$ cat src/rtl/parking_input_timebase.sv
// Input conditioning, time base and visit token issue for the parking access FSM.
// Raw inputs are synchronised, TimeData counts prescaled ticks, and each visit draws a token from a 3-bit LFSR.
module parking_input_timebase #(
    parameter int unsigned TICK_DIV  = 1000,
    parameter logic [2:0]  LFSR_SEED = 3'b101
) (
    input  logic       clock,
    input  logic       reset,
    input  logic       request_raw,
    input  logic       confirm_btn,
    input  logic       time_load,
    input  logic [7:0] time_load_value,
    output logic       request,
    output logic       confirm,
    output logic [7:0] TimeData,
    output logic [2:0] system_token,
    output logic       token_valid,
    output logic       tick
);

    localparam int unsigned CNT_W = (TICK_DIV > 2) ? $clog2(TICK_DIV) : 1;
    localparam logic [CNT_W-1:0] CNT_MAX = CNT_W'(TICK_DIV - 1);

    typedef enum logic [1:0] {
        ST_IDLE  = 2'd0,
        ST_ISSUE = 2'd1,
        ST_HOLD  = 2'd2
    } state_t;

    logic             req_s1;
    logic             cfm_s1;
    logic             cfm_s2;
    logic             cfm_d;
    logic [CNT_W-1:0] cnt;
    logic [CNT_W-1:0] cnt_nxt;
    logic [2:0]       lfsr;
    state_t           state;
    state_t           state_nxt;
    logic [2:0]       token_nxt;
    logic             valid_nxt;

    // Two-flop synchronisers; confirm fires on the synced rising edge and is
    // suppressed when request is low now or is about to drop on this edge.
    always_ff @(posedge clock or posedge reset) begin
        if (reset) begin
            req_s1  <= 1'b0;
            request <= 1'b0;
            cfm_s1  <= 1'b0;
            cfm_s2  <= 1'b0;
            cfm_d   <= 1'b0;
            confirm <= 1'b0;
        end else begin
            req_s1  <= request_raw;
            request <= req_s1;
            cfm_s1  <= confirm_btn;
            cfm_s2  <= cfm_s1;
            cfm_d   <= cfm_s2;
            confirm <= cfm_s2 & ~cfm_d & request & req_s1;
        end
    end

    always_comb begin
        cnt_nxt = cnt + CNT_W'(1);
        if (time_load || (cnt == CNT_MAX)) begin
            cnt_nxt = '0;
        end
    end

    // tick is registered from the next count so it is high while cnt == TICK_DIV-1.
    always_ff @(posedge clock or posedge reset) begin
        if (reset) begin
            cnt      <= '0;
            tick     <= 1'b0;
            TimeData <= 8'h00;
        end else begin
            cnt  <= cnt_nxt;
            tick <= (cnt_nxt == CNT_MAX);
            if (time_load) begin
                TimeData <= time_load_value;
            end else if (tick) begin
                TimeData <= TimeData + 8'd1;
            end
        end
    end

    always_ff @(posedge clock or posedge reset) begin
        if (reset) begin
            lfsr <= LFSR_SEED;
        end else begin
            lfsr <= {lfsr[1:0], lfsr[2] ^ lfsr[1]};
        end
    end

    always_ff @(posedge clock or posedge reset) begin
        if (reset) begin
            state        <= ST_IDLE;
            system_token <= 3'b000;
            token_valid  <= 1'b0;
        end else begin
            state        <= state_nxt;
            system_token <= token_nxt;
            token_valid  <= valid_nxt;
        end
    end

    // Token FSM: a token is captured in ISSUE and frozen until request drops.
    always_comb begin
        state_nxt = state;
        token_nxt = system_token;
        valid_nxt = token_valid;
        case (state)
            ST_IDLE: begin
                token_nxt = 3'b000;
                valid_nxt = 1'b0;
                if (request) begin
                    state_nxt = ST_ISSUE;
                end
            end
            ST_ISSUE: begin
                if (request) begin
                    state_nxt = ST_HOLD;
                    token_nxt = lfsr;
                    valid_nxt = 1'b1;
                end else begin
                    state_nxt = ST_IDLE;
                    token_nxt = 3'b000;
                    valid_nxt = 1'b0;
                end
            end
            ST_HOLD: begin
                if (!request) begin
                    state_nxt = ST_IDLE;
                    token_nxt = 3'b000;
                    valid_nxt = 1'b0;
                end
            end
            default: begin
                state_nxt = ST_IDLE;
                token_nxt = 3'b000;
                valid_nxt = 1'b0;
            end
        endcase
    end

endmodule

$ cat config.mk
export PLATFORM = sky130hd
export DESIGN_NAME = parking_input_timebase
export DESIGN_NICKNAME = d
export VERILOG_FILES = /design/src/rtl/parking_input_timebase.sv
export SDC_FILE = /design/constraint.sdc
export NUM_CORES = 1
export LEC_CHECK = 0
export ABC_AREA = 1
export BUFFER_PORTS_ARGS = -buffer_cell sky130_fd_sc_hd__buf_2
export CAP_MARGIN = 20
export CORE_MARGIN = 4
export CORE_UTILIZATION = 58
export DETAILED_ROUTE_END_ITERATION = 10
export PLACE_DENSITY_LB_ADDON = 0.12
export SYNTH_ARGS = -nofsm -noshare
export SYNTH_HDL_FRONTEND = slang
export SYNTH_SLANG_ARGS = --single-unit
$ cat constraint.sdc
create_clock -name clock -period 3.4 [get_ports clock]
set_input_delay 0.51 -clock clock [delete_from_list [all_inputs] [get_ports clock]]
set_output_delay 0.51 -clock clock [all_outputs]
set_load 0.01 [all_outputs]
==> out/summary.txt <==
Pin count of the biggest net entering global routing: 35
Slew Limit Fails: 0
Leak Pwr: 0.8468 nW
CTS Buf Count: 5
Slew margin rel.: 0.7294
First-pass GRT wire length: 4947 um
Maximum vdd drop: 457.0 uV
Initial antenna violation count: 0
Warnings, synthesis: 0
P&R area growth vs syn: 16.85%
Final hold viol count: 0
Tcrit/Tclk final: 0.4558
Initial DRC Count: 37
Root buffer cell: clkbuf_4
Final worst slack: 1.850 ns
Syn Std Cell Area: 1515 um2
Layout cells sized above 1: 0.2439
Max cap viols: 0
Final setup fails: 0
Via/cell ratio: 5.055
Post-Layout Cell Count: 235
RSZ-0062 raised after global routing: false
CTS H-tree depth: 2
Vert. Die Dim: 59.11 um
Port bufs: 27
Nature of the critical path endpoint: flop
Final min period: 1.550 ns
Synth unique cells: 24
Die X: 59.11 um
Worst EP required: 3.62 ns
Number of iterations in the first detailed-routing pass: 4
Inst Count DP: 227
Clock skew: 0.01502 ns
Most common cell after layout, fill and taps aside: dfrtp_1
Min-delay worst type: primary input to asynchronous set/reset pin
Setup TNS: 0 ns
Final Wtd Congestion: 0.8590
Slew of the pin with the lowest slew margin: 0.4059 ns
CORE AREA: 2477 um2
Pwr dens: 449.6 nW/um2
Crit start category: flop
WL final: 2869 um
Syn Nets: 184
Nets@finish: 219
Maximum root-to-sink buffer count: 2
Syn_area_per_cell: 8.966 um2
CP max FO: 8
Gate Count Post-Synth: 169
Post-DP HPWL: 2177 um
Clk slew on worst S/H paths: 0.10 ns
Filler Cells Inserted: 191
Arr. time, crit path: 1.77 ns
Number of hold buffers added after cts: 0
# diodes: 0
Wire length per cell: 12.21 um
Vias in the first global route: 1142
Via Count: 1188
Post_cts resized: 0
R2R depth: 10
Pre-CTS setup slack: 1.863 ns
Clock Sinks: 34
Yosys reg bits: 34
DR DRC count: 0
Most frequent cells in the layout: dfrtp_1 (32), nand2_1 (30), nor2_1 (27), buf_2 (27), inv_1 (18)
Fraction of the yosys area taken by sequential cells: 0.5632
I/O pins: 28
Total global routing overflow: 0
Post-CTS Repair Setup Buffers: 0
Antenna Violating Nets Remaining: 0
Area of the multi-input gates: 573.1 um2
Fmax: 645.3 MHz
Status: complete, no violations
GRT Total Usage: 0.1878
Worst setup path class: flop to flop
Seq. cell area: 853.3 um2
Initial Util: 0.6116
# rows: 18
TritonCTS clock tree: done
Die Area: 3494 um2
Clk_lat worst skew: 0.33 ns
state kept, by name, indices dropped and copies added (netlist names), 2 cells and up:
signal,flops
system_token,3
TimeData,8
cnt,10
state,2
lfsr,3
synth_stat cells:
cell type / count / area, um2
dfrtp_1: 32 / 800.8
nand2_1: 30 / 112.6
nor2_1: 27 / 101.4
inv_1: 18 / 67.56
nand3_1: 14 / 70.07
a21oi_1: 5 / 25.02
nand2_2: 5 / 31.28
o21ai_0: 5 / 25.02
nor3_1: 4 / 20.02
xor2_1: 4 / 35.03
xnor2_1: 3 / 26.28
a22oi_1: 2 / 15.01
clkinv_1: 2 / 7.510
dfstp_2: 2 / 52.55
ha_1: 2 / 25.02
inv_2: 2 / 7.510
nand3_2: 2 / 20.02
nor2_2: 2 / 12.51
nor2_4: 2 / 22.52
o21ai_1: 2 / 10.01
inv_4: 1 / 6.260
nand4_1: 1 / 6.260
o211ai_1: 1 / 7.510
o21bai_1: 1 / 7.510
worst max-delay path, stage by stage (launching register included):
cell and delay (ns):
dfrtp_1 0.43, ha_1 0.21, nand2_2 0.10, nor2_2 0.14, nand3_1 0.11, nand2_2 0.18
inv_4 0.04, nand2_1 0.07, nor2_1 0.05, nand2_1 0.07, nor2_2 0.04
path summary, 6_finish.rpt:
kind,from,endpoint,slack [ns]
worst max register to register,cnt[0],tick,1.85
worst max-delay path,cnt[0],tick,1.85
worst min register to register,cfm_s1,cfm_s2,0.36
worst min-delay path,reset,request,0.25
min in group clock,request_raw,req_s1,0.28
max in group asynchronous,reset,lfsr[0],2.82
metal layers:
| metal | routed length (um) | vias to the layer above | GRT usage |
|---|---|---|---|
| met5 | 0 | - | 0 |
| met4 | 51 | 0 | 0.08414 |
| met3 | 176 | 6 | 0.04793 |
| met2 | 1410 | 31 | 0.3091 |
| met1 | 1230 | 542 | 0.2320 |
| li1 | - | 609 | - |
cells by family (layout without fill, tap and decap cells):
logic type               count (synthesis)  after routing  synth area share
adder cells (fa/ha/maj)                  2              2           0.01651
XOR/XNOR                                 7              7           0.04046
AND/OR/NAND/NOR                         87             87            0.2618
flip-flops                              34             34            0.5632
AO/OA/AOI/OAI                           16             16           0.05945
buffers and inverters                   23             59           0.05863
report_power, final:
| group | switching (mW) | total (mW) | leakage (nW) | internal [mW] |
|---|---|---|---|---|
| registers | 0.0183 | 0.441 | 0.432 | 0.423 |
| clock network | 0.125 | 0.281 | 0.0395 | 0.156 |
| logic | 0.0436 | 0.0732 | 0.375 | 0.0296 |
metrics by stage:
step	cell area, um2	hold WS (ns)	utilization	total power [mW]
2_1_floorplan	1515	0.3312	-	0.4913
3_3_place_gp	1695	0.3377	0.6843	0.5189
3_5_place_dp	1695	0.3450	0.6843	0.5238
4_1_cts	1770	0.2577	0.7146	0.8041
5_1_grt	1770	0.2596	0.7146	0.8339
6_report	1770	0.2540	0.7146	0.7960
final cells by class:
type | count | share of cell area
Timing Repair Buffer | 28 | 0.08057
Multi-Input combinational cell | 112 | 0.3237
Inverter | 23 | 0.05018
Tap cell | 30 | 0.02120
Sequential cell | 34 | 0.4820
Clock inverter | 1 | 0.01696
Clock buffer | 7 | 0.02544
Power figures use the tool's default switching activity.
